### src/rtl/ps2_host_tx.sv
// PS/2 host-to-device transmitter. Each byte is sent as inhibit, then request-to-send,
// then bits shifted on device clock edges, then ACK check. A timeout aborts a stalled device.
module ps2_host_tx #(
    parameter int INHIBIT_CYCLES = 10000,
    parameter int TIMEOUT_CYCLES = 1500000
) (
    input  logic       clk,
    input  logic       rst,
    input  logic [7:0] tx_data,
    input  logic       tx_valid,
    output logic       tx_ready,
    input  logic       ps2_clk_in,
    input  logic       ps2_data_in,
    output logic       ps2_clk_oe,
    output logic       ps2_data_oe,
    output logic       busy,
    output logic       done,
    output logic       ack_ok,
    output logic       timeout_err
);
    localparam int INH_W = (INHIBIT_CYCLES > 1) ? $clog2(INHIBIT_CYCLES) : 1;
    localparam int TO_W  = (TIMEOUT_CYCLES > 1) ? $clog2(TIMEOUT_CYCLES) : 1;

    typedef enum logic [2:0] {
        S_IDLE,
        S_INHIBIT,
        S_RTS,
        S_SHIFT,
        S_ACK,
        S_WAIT_IDLE
    } state_t;

    state_t             state;
    state_t             state_nxt;

    logic [1:0]         line_raw;
    logic [1:0]         sync_p0;
    logic [1:0]         sync_p1;
    logic [1:0]         filt;
    logic [1:0]         filt_cnt [2];
    logic               filt_clk_q;
    logic               clk_fall;

    logic [9:0]         frame_q;
    logic [3:0]         bit_idx;
    logic [INH_W-1:0]   inh_cnt;
    logic [TO_W-1:0]    to_cnt;
    logic               data_oe_q;
    logic               done_q;
    logic               ack_q;
    logic               terr_q;

    logic               accept;
    logic               inh_last;
    logic               timeout_hit;

    function automatic logic odd_parity(input logic [7:0] d);
        return ~(^d);
    endfunction

    // Line stage: two-flop synchronizer, then a 4-sample agreement filter per line
    assign line_raw = {ps2_data_in, ps2_clk_in};

    always_ff @(posedge clk or posedge rst) begin
        if (rst) begin
            sync_p0     <= 2'b11;
            sync_p1     <= 2'b11;
            filt        <= 2'b11;
            filt_clk_q  <= 1'b1;
            filt_cnt[0] <= 2'd0;
            filt_cnt[1] <= 2'd0;
        end else begin
            sync_p0    <= line_raw;
            sync_p1    <= sync_p0;
            filt_clk_q <= filt[0];
            for (int i = 0; i < 2; i++) begin
                if (sync_p1[i] == filt[i]) begin
                    filt_cnt[i] <= 2'd0;
                end else if (filt_cnt[i] == 2'd3) begin
                    filt[i]     <= sync_p1[i];
                    filt_cnt[i] <= 2'd0;
                end else begin
                    filt_cnt[i] <= filt_cnt[i] + 2'd1;
                end
            end
        end
    end

    assign clk_fall    = filt_clk_q & ~filt[0];
    assign accept      = tx_valid && (state == S_IDLE);
    assign inh_last    = (inh_cnt == INH_W'(INHIBIT_CYCLES - 1));
    assign timeout_hit = (to_cnt == TO_W'(TIMEOUT_CYCLES - 1));

    // Frame stage: data bits LSB first, then parity, then stop
    always_ff @(posedge clk) begin
        if (accept) begin
            frame_q <= {1'b1, odd_parity(tx_data), tx_data};
        end
    end

    always_ff @(posedge clk or posedge rst) begin
        if (rst) begin
            state <= S_IDLE;
        end else begin
            state <= state_nxt;
        end
    end

    always_comb begin
        state_nxt = state;
        case (state)
            S_IDLE:      if (accept) state_nxt = S_INHIBIT;
            S_INHIBIT:   if (inh_last) state_nxt = S_RTS;
            S_RTS:       if (timeout_hit) state_nxt = S_IDLE;
                         else if (clk_fall) state_nxt = S_SHIFT;
            S_SHIFT:     if (timeout_hit) state_nxt = S_IDLE;
                         else if (clk_fall && bit_idx == 4'd9) state_nxt = S_ACK;
            S_ACK:       if (timeout_hit) state_nxt = S_IDLE;
                         else if (clk_fall) state_nxt = S_WAIT_IDLE;
            S_WAIT_IDLE: if (filt == 2'b11) state_nxt = S_IDLE;
            default:     state_nxt = S_IDLE;
        endcase
    end

    // Transfer stage: counters, presented bit and status flags
    always_ff @(posedge clk or posedge rst) begin
        if (rst) begin
            inh_cnt   <= '0;
            to_cnt    <= '0;
            bit_idx   <= 4'd0;
            data_oe_q <= 1'b0;
            done_q    <= 1'b0;
            ack_q     <= 1'b0;
            terr_q    <= 1'b0;
        end else begin
            done_q <= 1'b0;
            case (state)
                S_IDLE: begin
                    if (accept) begin
                        inh_cnt   <= '0;
                        to_cnt    <= '0;
                        bit_idx   <= 4'd0;
                        data_oe_q <= 1'b0;
                        ack_q     <= 1'b0;
                        terr_q    <= 1'b0;
                    end
                end
                S_INHIBIT: begin
                    inh_cnt <= inh_cnt + 1'b1;
                    if (inh_last) begin
                        data_oe_q <= 1'b1;
                    end
                end
                S_RTS, S_SHIFT, S_ACK: begin
                    to_cnt <= to_cnt + 1'b1;
                    if (timeout_hit) begin
                        data_oe_q <= 1'b0;
                        done_q    <= 1'b1;
                        terr_q    <= 1'b1;
                        ack_q     <= 1'b0;
                    end else if (clk_fall) begin
                        if (state == S_ACK) begin
                            ack_q <= ~filt[1];
                        end else begin
                            data_oe_q <= ~frame_q[bit_idx];
                            bit_idx   <= bit_idx + 4'd1;
                        end
                    end
                end
                S_WAIT_IDLE: begin
                    if (filt == 2'b11) begin
                        done_q <= 1'b1;
                    end
                end
                default: ;
            endcase
        end
    end

    always_comb begin
        busy        = (state != S_IDLE);
        tx_ready    = (state == S_IDLE);
        ps2_clk_oe  = (state == S_INHIBIT);
        ps2_data_oe = ((state == S_RTS) || (state == S_SHIFT)) && data_oe_q;
        done        = done_q;
        ack_ok      = ack_q;
        timeout_err = terr_q;
    end

endmodule

### config.mk
export PLATFORM = sky130hd
export DESIGN_NAME = ps2_host_tx
export DESIGN_NICKNAME = d
export VERILOG_FILES = /design/src/rtl/ps2_host_tx.sv
export SDC_FILE = /design/constraint.sdc
export NUM_CORES = 1
export LEC_CHECK = 0
export ABC_AREA = 1
export BUFFER_PORTS_ARGS = -buffer_cell sky130_fd_sc_hd__clkbuf_2
export CAP_MARGIN = 20
export CORE_MARGIN = 2
export CORE_UTILIZATION = 45
export CTS_CLUSTER_DIAMETER = 50
export DETAILED_ROUTE_END_ITERATION = 8
export HOLD_SLACK_MARGIN = 0.03
export PLACE_DENSITY_LB_ADDON = 0.05
export SLEW_MARGIN = 0
export SYNTH_ARGS = -nofsm -noshare
export SYNTH_HDL_FRONTEND = slang
export SYNTH_SLANG_ARGS = --single-unit
### constraint.sdc
create_clock -name clk -period 1.77 [get_ports clk]
set_clock_uncertainty 0.1 [all_clocks]
set_input_delay 0.354 -clock clk [delete_from_list [all_inputs] [get_ports clk]]
set_output_delay 0.354 -clock clk [all_outputs]
set_load 0.01 [all_outputs]
After elaboration in Yosys (flattened, before gate mapping). Index checks and enable logic that the tools add are counted.

Register bits after elaboration: 66. Input bits: 13. Logic and storage cells: 115.

Add/subtract/negate cells: 5. $lt $le $gt $ge: 1. Equal/unequal tests: 26. Muxes and demuxes: 40. Bitwise operators: 7. Reduce and logical (&&, ||, !) cells: 20.

Operator list (number): 21-bit case mux with 2 select lines (1); 14-bit case mux with 2 select lines (1); 3-bit two-way mux (9); 21-bit by 1-bit adder with 21-bit output (second input constant) (1); 21-bit equality test (second input constant) (1); 21-bit two-way mux (1); 3-bit != test (second input constant) (6); 3-bit case mux with 6 select lines (1); 4-bit two-way mux (4); 14-bit by 1-bit adder with 14-bit output (second input constant) (1); 14-bit equality test (second input constant) (1); 14-bit two-way mux (1); 1-bit two-way mux (12); 2-bit != test (second input constant) (5); 5-bit AND reduction (2); 2-bit two-way mux (4); 4-bit case mux with 2 select lines (1); 2-bit AND reduction (4); 8-bit XOR reduction (1); 2-bit equality test (second input constant) (3); 3-bit by 2-bit equality test with 1-bit output (second input constant) (2); 3-bit equality test (second input constant) (2); 1-bit inverter (6); 1-bit case mux with 2 select lines (3); 19 further kinds (26).

Logic depth before layout (Yosys ltp).
Depth in word-level cells: 7. Mapped depth: 12. Mapped depth without buffers: 12.

Worst setup path after synthesis. OpenSTA, ideal clock, no wires.

Kind: register to register. Start point: reg to_cnt[0]. End point: reg bit_idx[0]. Data arrival time: 1.472 ns. Required time: 1.542 ns. Setup slack: 0.070 ns. Cell stages (with the launch flop): 11. Buffers on the path: 0. Period minus slack after synthesis: 1.700 ns. Path through: dfrtp_1 > ha_1 > inv_2 > nor2_4 > inv_2 > nor2_2 > nand3_2 > nor2_2 > nor2_4 > nand3_1 > o21ai_0.

Word-level cells in the longest chain between the ends: 3.

Ends and longest elaborated chain: from (decl) (RTL line 47) `logic [TO_W-1:0] to_cnt;`; from (signal assigned) (RTL line 155) `to_cnt <= to_cnt + 1'b1;`; 21-bit equality test (RTL line 92) `assign timeout_hit = (to_cnt == TO_W'(TIMEOUT_CYCLES - 1));`; 2-bit != test (no line); 5-bit AND reduction (no line); to (signal assigned) (RTL line 166) `bit_idx <= bit_idx + 4'd1;`; to (decl) (RTL line 45) `logic [3:0] bit_idx;`.

Every way passes these cells. A chain may end at the register's enable or synchronous reset.

Final worst setup path.
Start point: reg state[2]. End point: out ps2_data_oe.

Word-level cells in the longest chain between the ends: 3.

Ends and longest elaborated chain: from (decl) (RTL line 33) `state_t state;`; from (signal assigned) (RTL line 105) `state <= state_nxt;`; 3-bit by 2-bit equality test with 1-bit output (RTL line 184) `ps2_data_oe = ((state == S_RTS) || (state == S_SHIFT)) && data_oe_q;`; 1-bit logical OR (*) (RTL line 184); 1-bit logical AND (*) (RTL line 184); to (decl) (RTL line 15) `output logic ps2_data_oe,`.

Mark *: on every way between the ends. The rest lies on a longest branch, timed or not.

==> results.cfg <==
[outcome]
status = complete, no violations

[finish]
syn_to_final_growth_pct = 23.18
final_area_sq_mm = 0.004588
drive_above_1_share = 0.2430
layout.cells.non_filler = 640
antenna_cells = 0
nNetsFinal = 549
num-fill-cells = 753

[routing]
dr.pass1.iters = 4
drt_iter0_drc = 120
num_vias = 3170
drt-total-wl_microns = 8807
antenna_left = 0
drc_errors = 0
via_per_inst = 4.953
wl_per_cell_microns = 13.76

[grt]
antenna_found_initial = 0
grt_use_total = 0.2139
grt_max_degree = 24
overflow = 0
grt_pass1_vias = 3005
grt_pass1_wl_microns = 14630

[synthesis]
synth_edf_count = 9
synth_xor_area_frac = 0.04938
synth_compound_area_frac = 0.08633
ys_seq_elements = 66
ys_top_cells_by_area = dfrtp_1, nand2_1, edfxtp_1
synth_fa_ha_area_frac = 0.02015
yosysSeqAreaShare = 0.4578
avgSynthCellArea_sq_um = 7.976
synth-simple-area-share = 0.3094
synth_top_area_cell = dfrtp_1
async_flop_share = 0.8636
synth.area.mux_share = 0
synthesis.area_sq_mm = 0.003725
netlist_instances = 467
synthDistinctLibCells = 39
synth_top_cell_area_share = 0.3359
syn_nets = 486
ys.flop_type = dfrtp_1
yosysWarnings = 0
synth_top_family_by_area = simple AND/OR/NAND/NOR gates

[floorplan]
die_h_microns = 94.98
rows = 33
core_area_sq_mm = 0.008134
die_x_microns = 94.98
num_io_pins = 20
die_area_sq_mm = 0.009021
initial_utilization = 0.4579

[timing]
max_freq_mhz = 584.5
setup_viol_count_final = 0
fin_crit_ns = 1.711
period_share = 0.9666
rsz0062_at_grt = yes
fin_ws_ns = 0.05906
worstMarginPinSlew_ns = 0.4379
maxSlewHeadroom = 0.7075
finalHoldViolations = 0
hold_slack_ns = 0.09918
slew_viol_final = 0

[worst_setup_path]
endpoint_kind = output port
path_class = reg2out
worstSetupStartpointType = register
cp.arrival_ns = 1.26
r2r_cells = 11
critPathMaxFanout = 6
worstPathRequired_ns = 1.32

[clock_tree]
cts_tree = done
worstSkewPairLatency_ns = 0.35
cts-buffers-inserted = 9
cts_sinks = 66
cts_max_level = 3
clockBufferDepth = 2
cts-root-buf = clkbuf_8
clk_pin_slew_ns = 0.08

[min_path]
worstHoldPathCells = 1
holdCritPathClass = in2reg

[place]
dp_slack_ns = 0.03103
dp_hpwl_microns = 6558
gp_congestion = 0.9428
postPlaceCellArea_sq_mm = 0.004113
dp.cells = 609
port_buffers = 19

[power]
p_leak_nw = 2.113
ir_worst_vdd_mv = 0.7888
powerDensity_mw_per_mm2 = 1431

[flow_run]
drv_cap = 0
[power breakdown]
part	switching, W	total (W)	internal (W)
combinational	0.00167	0.00280	0.00113
clock	0.000634	0.00147	0.000834
sequential	0.000337	0.00230	0.00196
[routing by layer]
| layer | track usage | part of all wire |
|---|---|---|
| met5 | 0 | 0 |
| met4 | 0.06280 | 0.011 |
| met3 | 0.04948 | 0.026 |
| met2 | 0.3392 | 0.47 |
| met1 | 0.2920 | 0.49 |
[final cells by class]
type / instances / area [sq um] / area share
multi-input cells: 331 / 1836 / 0.4001
clock buffers: 10 / 137.6 / 0.03000
repair buffers: 57 / 429.2 / 0.09354
flip-flops and latches: 66 / 1708 / 0.3722
clock inverters: 6 / 90.09 / 0.01963
inverters: 65 / 256.5 / 0.05590
well taps: 105 / 131.4 / 0.02863
[metrics by stage]
step | total power [W] | setup TNS, ns | util
floorplan | 0.003957 | 0 | -
global placement | 0.004720 | 0 | 0.5056
detailed placement | 0.004763 | 0 | 0.5056
CTS | 0.006309 | 0 | 0.5404
global route | 0.007088 | -0.1352 | 0.5641
finish | 0.006564 | 0 | 0.5641
[critical path: stages (launching register included)]
cell and delay, ns:
dfrtp_1 0.44, inv_4 0.13, nand2_4 0.07, nor2_1 0.12, clkbuf_2 0.15
[synth_stat cells (5+ instances only)]
cell type	instances
nand3_1	43
o21ai_0	23
edfxtp_1	9
dfstp_2	7
nor2_1	51
nor3_1	13
inv_1	59
xnor2_1	9
dfrtp_1	50
nand4_1	6
xor2_1	12
nand2_1	117
o22ai_1	5
inv_2	5
a21oi_1	5
ha_1	6
nor2_4	7
o21ai_1	9
[final timing paths]
| path | startpoint | to | slack [ns] |
|---|---|---|---|
| hold reg to reg | sync_p0[0] | sync_p1[0] | 0.26 |
| min in group asynchronous | rst | to_cnt[2] | 0.44 |
| setup reg to reg | to_cnt[1] | state[1] | 0.10 |
| hold / removal | tx_data[3] | frame_q[3] | 0.1 |
| max in group asynchronous | rst | filt_clk_q | 0.60 |
| setup / recovery | state[2] | ps2_data_oe | 0.06 |
[sequential cells by signal, summed over array words and instances (netlist names), 2 cells and up]
name      cells
sync_p0       2
filt          2
bit_idx       4
sync_p1       2
frame_q       9
to_cnt       21
filt_cnt      4
state         3
inh_cnt      14
[cells by family after synthesis]
logic type | count (synthesis)
AO/OA/AOI/OAI | 53
XOR/XNOR | 21
adder cells (fa/ha/maj) | 6
buffers and inverters | 70
flip-flops | 66
AND/OR/NAND/NOR | 251
[layout by cell type (no fill, tap or decap), types with 4 or more instances in the layout]
cell and instances:
nand2_1 112, nand3_2 5, inv_1 55, nor2_4 10, xor2_1 12, a21oi_1 5
dfrtp_1 48, buf_4 31, nand3_1 38, o21ai_1 13, nor2_1 46, o22ai_1 5
ha_1 4, nand2_4 4, clkbuf_2 18, xnor2_1 9, o21ai_0 19, nand4_1 6
clkbuf_8 10, nor2_2 5, nand2_2 7, edfxtp_1 9, nor3_1 11, inv_2 6
dfstp_2 7
[timing repair]
item / CTS / global route
hold buffers: 3 / 0
pin swaps: 2 / 18
endpoints found under the setup margin: 4 / 21
hold endpoints to repair: 14 / 0
setup buffers: 4 / 10
resized for setup: 3 / 34
Power figures use the tool's default switching activity.
